[config.mk]
export PLATFORM = sky130hd
export DESIGN_NAME = twiddle_mult_arbiter
export DESIGN_NICKNAME = d
export VERILOG_FILES = /design/src/rtl/fft_pkg.sv /design/src/rtl/rr_arb2.sv /design/src/rtl/twiddle_mult_arbiter.sv
export SDC_FILE = /design/constraint.sdc
export NUM_CORES = 1
export LEC_CHECK = 0
export ABC_AREA = 1
export BUFFER_PORTS_ARGS = -buffer_cell sky130_fd_sc_hd__clkbuf_2
export CAP_MARGIN = 20
export CORE_MARGIN = 4
export CORE_UTILIZATION = 38
export CTS_CLUSTER_DIAMETER = 40
export DETAILED_ROUTE_END_ITERATION = 8
export GPL_ROUTABILITY_DRIVEN = 0
export PLACE_DENSITY = 0.91
export SLEW_MARGIN = 20
export SYNTH_ARGS = -nofsm -noshare
export SYNTH_HDL_FRONTEND = slang
export SYNTH_SLANG_ARGS = --single-unit
[constraint.sdc]
create_clock -name clk -period 2.2 [get_ports clk]
set_input_delay 0.44 -clock clk [delete_from_list [all_inputs] [get_ports clk]]
set_output_delay 0.44 -clock clk [all_outputs]
set_load 0.1 [all_outputs]
[src/rtl/fft_pkg.sv]
// Shared FFT constants and types: datapath width, W8 twiddle multiplier
// latency, and the lane-id tag carried alongside in-flight operations.
package fft_pkg;

  localparam int DW         = 16;
  localparam int W8_LATENCY = 2;
  localparam int ID_W       = 1;

  typedef logic [ID_W-1:0] lane_id_t;

  typedef struct packed {
    logic     valid;
    lane_id_t id;
  } tag_t;

endpackage

[src/rtl/rr_arb2.sv]
// Two-input round-robin arbiter. On a tie the lane other than the most
// recently granted one wins; last_grant only moves when a grant is used.
module rr_arb2
  import fft_pkg::*;
(
  input  logic       clk,
  input  logic       rst,
  input  logic [1:0] req,
  input  logic       advance,
  output logic [1:0] gnt
);

  logic last_grant_q;
  logic last_grant_d;

  // NOTE: every output of a combinational block gets a default on entry;
  // a path that leaves one unassigned would infer a latch.
  always_comb begin
    gnt          = 2'b00;
    last_grant_d = last_grant_q;
    case (req)
      2'b01:   gnt = 2'b01;
      2'b10:   gnt = 2'b10;
      2'b11:   gnt = last_grant_q ? 2'b01 : 2'b10;
      default: gnt = 2'b00;
    endcase
    if (advance && (gnt != 2'b00)) begin
      last_grant_d = gnt[1];
    end
  end

  // NOTE: state registers use non-blocking assignment so every flop samples
  // its pre-edge value; reset is synchronous and checked first.
  always_ff @(posedge clk) begin
    if (rst) begin
      last_grant_q <= 1'b1;
    end else begin
      last_grant_q <= last_grant_d;
    end
  end

endmodule

[src/rtl/twiddle_mult_arbiter.sv]
// Shares one fixed-latency W8 twiddle complex multiplier between two lanes,
// tagging each operation so its result returns to the issuing lane in order.
module twiddle_mult_arbiter
  import fft_pkg::*;
#(
  parameter int DW      = fft_pkg::DW,
  parameter int LATENCY = fft_pkg::W8_LATENCY
) (
  input  logic          clk,
  input  logic          rst,
  input  logic [1:0]    req_valid,
  output logic [1:0]    req_ready,
  input  logic [DW-1:0] req0_a,
  input  logic [DW-1:0] req0_b,
  input  logic [DW-1:0] req1_a,
  input  logic [DW-1:0] req1_b,
  input  logic [1:0]    req_ctrl,
  output logic [1:0]    rsp_valid,
  input  logic [1:0]    rsp_ready,
  output logic [DW-1:0] rsp_r,
  output logic [DW-1:0] rsp_i,
  output logic [DW-1:0] mul_a,
  output logic [DW-1:0] mul_b,
  output logic          mul_ctrl,
  output logic          mul_en,
  input  logic [DW-1:0] mul_r,
  input  logic [DW-1:0] mul_i
);

  tag_t       tag_q [LATENCY];
  tag_t       tag_d [LATENCY];
  tag_t       head;
  logic       stall;
  logic       issue;
  logic       sel;
  logic [1:0] gnt_raw;
  logic [1:0] gnt;

  assign head   = tag_q[LATENCY-1];
  assign stall  = head.valid & ~rsp_ready[head.id];
  assign mul_en = ~stall & ~rst;

  rr_arb2 u_arb (
    .clk     (clk),
    .rst     (rst),
    .req     (req_valid),
    .advance (mul_en),
    .gnt     (gnt_raw)
  );

  // A frozen datapath cannot take operands, so grants only count while it moves.
  assign gnt       = gnt_raw & {2{mul_en}};
  assign issue     = |gnt;
  assign sel       = gnt[1];
  assign req_ready = gnt;

  always_comb begin
    mul_a    = '0;
    mul_b    = '0;
    mul_ctrl = 1'b0;
    if (issue) begin
      mul_a    = sel ? req1_a : req0_a;
      mul_b    = sel ? req1_b : req0_b;
      mul_ctrl = req_ctrl[sel];
    end
  end

  // Tags move in lockstep with the datapath; a consumed head leaves on the
  // same edge that a new operation enters stage 0.
  always_comb begin
    for (int s = 0; s < LATENCY; s++) begin
      tag_d[s] = tag_q[s];
    end
    if (mul_en) begin
      tag_d[0] = '{valid: issue, id: lane_id_t'(sel)};
      for (int s = 1; s < LATENCY; s++) begin
        tag_d[s] = tag_q[s-1];
      end
    end
  end

  always_ff @(posedge clk) begin
    if (rst) begin
      for (int s = 0; s < LATENCY; s++) begin
        tag_q[s] <= '0;
      end
    end else begin
      for (int s = 0; s < LATENCY; s++) begin
        tag_q[s] <= tag_d[s];
      end
    end
  end

  assign rsp_valid[0] = head.valid & (head.id == lane_id_t'(0)) & ~rst;
  assign rsp_valid[1] = head.valid & (head.id == lane_id_t'(1)) & ~rst;
  assign rsp_r        = mul_r;
  assign rsp_i        = mul_i;

endmodule

# Word-level counts from Yosys, hierarchy flattened
# Memories as Yosys holds them, arrays and structs flattened.
# Index checks and enable logic that the tools add are counted.
[op_classes]
order_cmp = 2
eq_ne = 3
mux = 17
bitwise = 13
reduce_logical = 3
[ops]
columns = ["cell", "n"]
rows = [
  ["16-bit two-way mux", 4],
  ["1-bit two-way mux", 8],
  ["1-bit bitwise AND", 6],
  ["2-bit two-way mux", 3],
  ["2-bit one-hot mux with 3 select lines", 1],
  ["2-bit equality test, second input constant", 2],
  ["1-bit by 2-bit < comparator with 1-bit output, second input constant", 2],
  ["4-bit two-way mux", 1],
  ["1-bit inverter", 4],
  ["2-bit bitwise AND", 1],
  ["2-bit by 1-bit equality test with 1-bit output, second input constant", 1],
  ["1-bit bitwise OR", 2],
  ["2-bit nonzero test", 1],
  ["2-bit OR reduction", 1],
  ["1-bit logical AND", 1],
]
[word_totals]
reg_bits = 1
ramBits = 4
inputBits = 104
output_inout_bits = 70
word_cells = 40
memories = 1
[memory_table]
columns = ["name", "words", "word_bits", "read_ports", "rd_clocked_by_memory_dff", "write_ports", "line_no", "rtl"]
rows = [
  ["tag_q", 2, 2, 2, 0, 2, "twiddle_mult_arbiter.sv:30", "tag_t tag_q [LATENCY];"],
]

# Depth between registers and ports, before layout
# Gate-level depths: netlist (run 1).
[logic_depth]
depth_word = 10
mapped_depth = 8
depth_no_buf = 7

# Hierarchy
# A second synthesis (run 1) with hierarchy kept.
[unflattened]
cells_unflattened = 244
hier_area_um2 = 1184.9
[modules_own_cells]
columns = ["module", "n_inst", "cells_each", "area_each_um2", "seq_area_each_um2"]
rows = [
  ["twiddle_mult_arbiter", 1, 235, 1124.8, 80.1],
  ["rr_arb2", 1, 9, 60.1, 20.0],
]

# Least setup slack after synthesis (run 1)
# Ideal clock, no wire load.
[synth_path]
path_kind = "input -> output"
start = "in rsp_ready[1]"
end = "out mul_a[10]"
arrival_ps = 2341
required_time_ps = 1760
path_slack_ps = -581
stages = 7
n_path_buf = 1
path_cell_list = "nand2_1 -> nand3_4 -> nand2_4 -> nor2_4 -> buf_4 -> nand2_1 -> nor2_1"
[synth_between]
elab_chain_len = 9
elab_cells_between_ends = 10
cone_classes = "mux: 4; bitwise: 5; reduce/logical: 1"
[synth_rtl]
columns = ["element", "line_no", "rtl"]
rows = [
  ["from (decl)", "twiddle_mult_arbiter.sv:19", "input logic [1:0] rsp_ready,"],
  ["1-bit two-way mux (not written as such) (*) (2 in series)", "twiddle_mult_arbiter.sv:40", "assign stall = head.valid & ~rsp_ready[head.id];"],
  ["1-bit inverter (*)", "twiddle_mult_arbiter.sv:40", ""],
  ["1-bit bitwise AND (*)", "twiddle_mult_arbiter.sv:40", ""],
  ["1-bit inverter (*)", "twiddle_mult_arbiter.sv:41", "assign mul_en = ~stall & ~rst;"],
  ["1-bit bitwise AND (*)", "twiddle_mult_arbiter.sv:41", ""],
  ["2-bit bitwise AND (*)", "twiddle_mult_arbiter.sv:52", "assign gnt = gnt_raw & {2{mul_en}};"],
  ["16-bit two-way mux or 2-bit OR reduction (tied branches)", "twiddle_mult_arbiter.sv:62, twiddle_mult_arbiter.sv:53", ""],
  ["16-bit two-way mux (*)", "twiddle_mult_arbiter.sv:61", "if (issue) begin"],
  ["to (decl)", "twiddle_mult_arbiter.sv:22", "output logic [DW-1:0] mul_a,"],
]
# Mark *: on every way between the ends. The rest lies on a longest branch, timed or not. The select of a mux whose other input is x is not followed.

==> results of run 1 <==
[critical path, stage by stage, from the launching register on]
cell	delay [ns]
dfxtp_1	0.32
inv_1	0.07
nand2_1	0.08
nand3_4	0.13
nand2_4	0.10
nor2_4	0.14
buf_12	0.16
nand2_1	0.07
nor2_2	0.14
buf_12	0.19
[placed cells by master (no fill, tap or decap)]
master / Yosys / routed
o21ai_0: 2 / 2
a21oi_1: 2 / 2
buf_8: 0 / 1
nand2_4: 1 / 1
dfxtp_1: 5 / 5
nand2_1: 73 / 73
inv_1: 94 / 94
nand3b_1: 1 / 1
nand4_1: 33 / 33
clkbuf_1: 1 / 1
a21oi_4: 1 / 1
clkbuf_8: 0 / 3
buf_12: 0 / 37
nor2_2: 0 / 5
o32ai_1: 1 / 1
nand3_4: 2 / 3
nor2_4: 1 / 30
nor2_1: 39 / 5
buf_4: 39 / 5
nand3_1: 1 / 1
clkbuf_2: 0 / 73
inv_2: 11 / 11
[worst min-delay path by stage]
| stage | start | end | slack, ns |
|---|---|---|---|
| 6_report | rsp_ready[1] | tag_q[0][2] | 0.44 |
| 5_1_grt | rsp_ready[1] | tag_q[0][2] | 0.45 |
| 4_1_cts | rsp_ready[1] | tag_q[0][2] | 0.44 |
| 3_5_place_dp | tag_q[0][1] | tag_q[0][1] | 0.47 |
| 3_3_place_gp | tag_q[0][1] | tag_q[0][1] | 0.45 |
| 2_1_floorplan | tag_q[0][0] | tag_q[0][0] | 0.43 |
[flip-flops by register name, summed over array words and instances (netlist names)]
name                flops
tag_q                   4
u_arb.last_grant_q      1
[area by class of cell]
| class | count | area share, % |
|---|---|---|
| clock buffer | 4 | 1.64 |
| multi-input combinational | 158 | 36.0 |
| sequential | 5 | 3.64 |
| timing repair buffer | 116 | 42.1 |
| tap | 50 | 2.27 |
| inverter | 105 | 14.3 |
[power by group through the flow]
stage                     registers [mW]  logic (mW)  clock network, mW
after floorplan                    0.103       0.875                  0
after global placement             0.104       0.899                  0
after detailed placement           0.104       0.916                  0
after CTS                          0.103       0.917              0.182
after global routing               0.104       0.966              0.190
final                              0.103       0.920              0.176
[routing by layer]
layer | GRT usage, % | vias up
met5 | 0 | -
met4 | 6.89 | 0
met3 | 5.40 | 12
met2 | 36.9 | 101
met1 | 16.7 | 888
li1 | - | 1022
[cell usage after synthesis]
master | number | area share (%)
buf_4 | 39 | 19
o32ai_1 | 1 | 0.56
nand4_1 | 33 | 13
nand2_4 | 1 | 0.72
inv_1 | 94 | 22
nor2_4 | 1 | 0.72
buf_2 | 5 | 1.6
nand3_1 | 1 | 0.32
clkbuf_1 | 1 | 0.24
nor2_1 | 39 | 9.3
a21oi_1 | 2 | 0.64
a21oi_4 | 1 | 1.0
dfxtp_1 | 5 | 6.4
nand2_1 | 73 | 17
inv_2 | 11 | 2.6
nand3b_1 | 1 | 0.48
buf_1 | 3 | 0.72
nand3_4 | 2 | 2.2
o21ai_0 | 2 | 0.64
[what timing repair did]
item	in CTS	in global routing
hold endpoints to repair	0	0
setup buffers	0	0
resized for setup	0	3
endpoints found under the setup margin	0	33
[cells by family (layout without fill, tap and decap cells)]
kind of cell,after synthesis,count (layout),share of synthesized area (%)
AOI/OAI and AO/OA,6,6,2.87
buffers and inverters,153,225,46.3
DFF,5,5,6.38
and+or+nand+nor,151,152,44.4
==> flow_metrics.py, run 1 <==
metrics = {
    "status": {
        "status": "finished clean",
    },
    "timing": {
        "period_share_pct": 94.8,
        "holdWs_ns": 0.441,
        "hold_violations": 0,
        "fin_skew_ns": 0.00101,
        "setup_violations": 0,
        "period_minus_slack_ns": 2.09,
        "finalMaxSlewViolations": 0,
        "postLayoutSetupSlackWorst_ns": 0.114,
        "setup_tns_ns": 0,
        "fmax_mhz": 479,
        "relSlewSlack_pct": 63.9,
        "rsz0062_at_grt": "true",
        "worst_pin_slew_ns": 0.543,
    },
    "routing": {
        "wl_met1_mm": 1.72,
        "drt_iter0_markers": 48,
        "wl_per_cell_um": 11.6,
        "wl_mm": 5.08,
        "via_count": 2023,
        "drc": 0,
        "ant_nets": 0,
        "vias_per_cell": 4.62,
        "top_layer_used": "met4",
        "met3WireLength_um": 463,
        "wl_met2_mm": 2.81,
        "firstDrtPassIters": 4,
    },
    "cts": {
        "cts_tree": "done",
        "clk_path_buf_depth": 2,
        "clkTransAtPathRegs_ns": 0.04,
        "postCtsHoldBufs": 0,
        "clk_latency_ns": 0.23,
        "numCtsBuffers": 3,
        "clkSinkCount": 5,
        "cts_root_buf": "clkbuf_8",
        "cts.htree.levels": 1,
    },
    "layout": {
        "area_growth_pct": 75.3,
        "multi_input_area_sq_um": 990,
        "antenna_cells": 0,
        "design_area_sq_um": 2750,
        "stdcell_count": 438,
        "regArea_sq_um": 100,
        "drive_above_1_share_pct": 43.8,
        "final_core_util_pct": 68.8,
        "fillCellCount": 311,
        "layout.nets": 493,
    },
    "setup_path": {
        "endpoint_kind": "output port",
        "critical_path.endpoint": "mul_a[15]",
        "rr_startpoint": "tag_q[0][2]",
        "cp_max_fo": 18,
        "cp.arrival_ns": 1.65,
        "rrSetupSlack_ns": 0.96,
        "worst_setup_path_start_kind": "flop",
        "critPathKind": "flop to output port",
        "r2r_end": "u_arb.last_grant_q",
        "cp-startpoint": "tag_q[0][2]",
        "rr_worst_depth": 7,
        "required_ns": 1.76,
    },
    "grt": {
        "grt.total_usage_pct": 18.3,
        "grt_max_degree": 37,
        "grt_first_pass_wirelength_mm": 7.80,
        "grt_antenna_before_repair": 0,
        "grt_pass1_vias": 1928,
        "overflow": 0,
    },
    "place": {
        "dp_cells": 433,
        "dp_slack_ns": 0.0297,
        "placed_area_sq_um": 2680,
        "place.port_buffers": 109,
        "dp.final_hpwl_mm": 4.09,
    },
    "power": {
        "p_leak_nw": 1.64,
        "p_comb_share_pct": 76.7,
        "peakVddDrop_mv": 0.621,
        "p_sw_share_pct": 55.1,
        "p_per_area_nw_per_um2": 436,
        "clkPwrFrac_pct": 14.7,
        "pwr-share-seq_pct": 8.6,
        "intPower_mw": 0.538,
        "total_power_mw": 1.20,
        "p_switching_mw": 0.662,
    },
    "hold_path": {
        "hold_path_class": "input pin to flop",
        "hold_path_depth": 2,
    },
    "die": {
        "core_area_sq_um": 4000,
        "start_util_pct": 39.2,
        "die_x_um": 72.3,
        "io_pins": 174,
        "die_h_um": 72.3,
        "design.die.area_sq_um": 5220,
        "placementRows": 23,
    },
    "synth": {
        "syn_area_sq_um": 1570,
        "syn_nets": 419,
        "synth_seq_cells": 5,
        "synth_cell_types": 19,
        "synth-seq-area-share_pct": 6.38,
        "ys.warnings.count": 0,
        "syn-instance-count": 315,
        "syn_avg_cell_area_sq_um": 4.98,
    },
    "run": {
        "maxCapViolations": 0,
    },
}
Note: power is estimated with default switching activity, not from simulation.
==> run 2: changes to the inputs <==
ABC_AREA = default   (was 1)
CORE_AREA = 4 4 66 68   (was default)
CORE_MARGIN = default   (was 4)
CORE_UTILIZATION = default   (was 38)
DIE_AREA = 0 0 70 72   (was default)
PLACE_DENSITY = 0.83   (was 0.91)
==> run 2 against run 1 <==
  * Count of clock-buffer cells in the layout stayed put
  * Global-route usage decreased by 1.3 points
  * First-iteration DRC count fell by 27%
  * Critical path type unchanged
==> flow_metrics.py, run 2 <==
metrics = {
    "status": {
        "status": "finished clean",
    },
    "grt": {
        "grt_first_pass_wirelength_mm": 7.04,
        "grt_antenna_before_repair": 0,
        "grt.total_usage_pct": 17.0,
        "grt_pass1_vias": 1417,
        "overflow": 0,
        "grt_max_degree": 23,
    },
    "cts": {
        "numCtsBuffers": 3,
        "clkTransAtPathRegs_ns": 0.04,
        "cts_root_buf": "clkbuf_8",
        "clk_latency_ns": 0.23,
        "postCtsHoldBufs": 0,
        "cts.htree.levels": 1,
        "clk_path_buf_depth": 2,
        "clkSinkCount": 5,
        "cts_tree": "done",
    },
    "layout": {
        "largest_register": "tag_q",
        "final_common_cell": "clkbuf_2",
        "final_core_util_pct": 58.3,
        "area_growth_pct": 119,
        "final_cell_mix": "73 x clkbuf_2, 39 x buf_12, 33 x a32oi_1",
        "layout.nets": 329,
        "largest_reg_flops": 4,
        "antenna_cells": 0,
        "drive_above_1_share_pct": 70.1,
        "top_regs": "tag_q: 4 flops, u_arb.last_grant_q: 1 flops",
    },
    "routing": {
        "drc": 0,
        "wl_per_cell_um": 16.7,
        "drt_iter0_markers": 35,
        "ant_nets": 0,
        "vias_per_cell": 5.31,
        "firstDrtPassIters": 4,
        "wl_mm": 4.57,
        "via_count": 1455,
    },
    "synth": {
        "yosysMostFrequentCell": "nor2_1",
        "ys_async_sr_fraction_pct": 0,
        "yosys.area_share.simple_pct": 20.2,
        "yosys.area.top_type": "a32oi_1",
        "synth_compound_area_share_pct": 34.7,
        "synth-edff-count": 0,
        "synth_common_cells": "35 x nor2_1, 33 x a32oi_1, 32 x buf_4",
        "synth_mux_area_share_pct": 1.34,
        "ys.flop_type": "dfxtp_1",
        "syn_nets": 253,
        "synth_cell_types": 24,
        "synth_seq_cells": 5,
        "synth-seq-area-share_pct": 9.74,
        "syn_area_sq_um": 1030,
        "synth_top_family_by_area": "compound AO/OA/AOI/OAI gates",
        "syn-instance-count": 149,
        "ys.warnings.count": 0,
        "synth_area_leaders": "a32oi_1 28%, buf_4 23%, nor2_1 13%",
        "syn_avg_cell_area_sq_um": 6.89,
        "yosysTopAreaCellShare_pct": 28.1,
        "yosys.area_share.xor_xnor_pct": 0,
        "synth-adder-area-share_pct": 0,
    },
    "hold_path": {
        "hold_path_class": "flop to flop",
        "worstHoldStart": "tag_q[0][1]",
    },
    "timing": {
        "fmax_mhz": 475,
        "relSlewSlack_pct": 64.0,
        "holdWs_ns": 0.502,
        "hold_violations": 0,
        "worst_pin_slew_ns": 0.543,
        "period_minus_slack_ns": 2.10,
        "period_share_pct": 95.6,
        "setup_violations": 0,
        "finalMaxSlewViolations": 0,
        "fin_skew_ns": 0.00514,
        "rsz0062_at_grt": "false",
    },
    "setup_path": {
        "cp_slowest_cell": "dfxtp_1",
        "worst_setup_path_start_kind": "flop",
        "cp-startpoint": "tag_q[0][2]",
        "crit_top_cell": "buf_12",
        "cp_max_fo": 12,
        "endpoint_kind": "output port",
        "crit_chain": "mux2i_2, a21o_4, buf_12, nor2_4, buf_12",
        "cp.arrival_ns": 1.66,
        "rr_startpoint": "tag_q[0][2]",
        "crit_path_max_incr_delay_ns": 0.40,
        "critPathKind": "flop to output port",
        "required_ns": 1.76,
    },
    "place": {
        "dp.final_hpwl_mm": 3.66,
        "place.port_buffers": 109,
    },
    "die": {
        "io_pins": 174,
        "start_util_pct": 26.6,
        "design.die.area_sq_um": 5040,
        "core_area_sq_um": 3860,
        "die_x_um": 70,
        "placementRows": 23,
        "die_h_um": 72,
    },
    "run": {
        "maxCapViolations": 0,
    },
    "power": {
        "p_leak_nw": 0.940,
        "p_per_area_nw_per_um2": 537,
        "peakVddDrop_mv": 0.494,
    },
}
==> run 2: stage by stage <==
| stage | setup WS (ns) | power [mW] | cells | cell area [sq um] | TNS, ns |
|---|---|---|---|---|---|
| after floorplan | -0.430 | 0.959 | 149 | 1250 | -1.88 |
| after global placement | 0.286 | 1.00 | 269 | 2180 | 0 |
| after detailed placement | 0.252 | 1.02 | 269 | 2180 | 0 |
| after CTS | 0.0547 | 1.21 | 273 | 2220 | 0 |
| after global routing | 0.0108 | 1.26 | 274 | 2250 | 0 |
| final | 0.0966 | 1.21 | 274 | 2250 | 0 |
==> run 2: final cells by class <==
class	instances	area [sq um]
fill	340	1610
timing repair buffer	119	1220
multi-input combinational	93	811
sequential	5	100
tap	50	62.6
clock buffer	4	45.0
inverter	3	11.3
==> run 2: power by group <==
part	leakage, nW	internal, mW	switching (mW)
clock	0.0228	0.125	0.0562
combinational	0.876	0.329	0.586
sequential	0.0415	0.0994	0.0113
==> run 2: routing by layer <==
| layer | part of all wire (%) | track usage (%) | vias to the layer above | wire length (um) |
|---|---|---|---|---|
| li1 | - | - | 674 | - |
| met1 | 33 | 17.4 | 672 | 1530 |
| met2 | 56 | 32.6 | 93 | 2540 |
| met3 | 9.5 | 5.54 | 16 | 432 |
| met4 | 1.4 | 5.32 | 0 | 66 |
| met5 | 0 | 0 | - | 0 |
==> run 2: path summary, 6_finish.rpt <==
| path | to | slack, ns | cells past startpoint |
|---|---|---|---|
| worst min-delay path | tag_q[0][1] | 0.50 | 2 |
| worst max-delay path | mul_b[1] | 0.1 | 5 |
| worst min register to register | tag_q[0][1] | 0.50 | 2 |
| worst max register to register | u_arb.last_grant_q | 0.82 | 4 |
==> run 2: repair_timing <==
| action | in CTS | in global routing |
|---|---|---|
| buffers inserted | 0 | 0 |
| setup endpoints to repair | 0 | 17 |
| gates resized for setup | 0 | 1 |
==> run 2: worst max-delay path: cells and delay by family, from the launching register on <==
family	cells	cell delay (ns)
and+or+nand+nor	1	0.06
DFF	1	0.40
AOI/OAI and AO/OA	1	0.28
buffers and inverters	2	0.39
muxes	1	0.29
==> run 2: cells by family after synthesis <==
logic type / Yosys count
flip-flops: 5
AND/OR/NAND/NOR: 49
multiplexers: 1
buffers and inverters: 51
AO/OA/AOI/OAI: 43
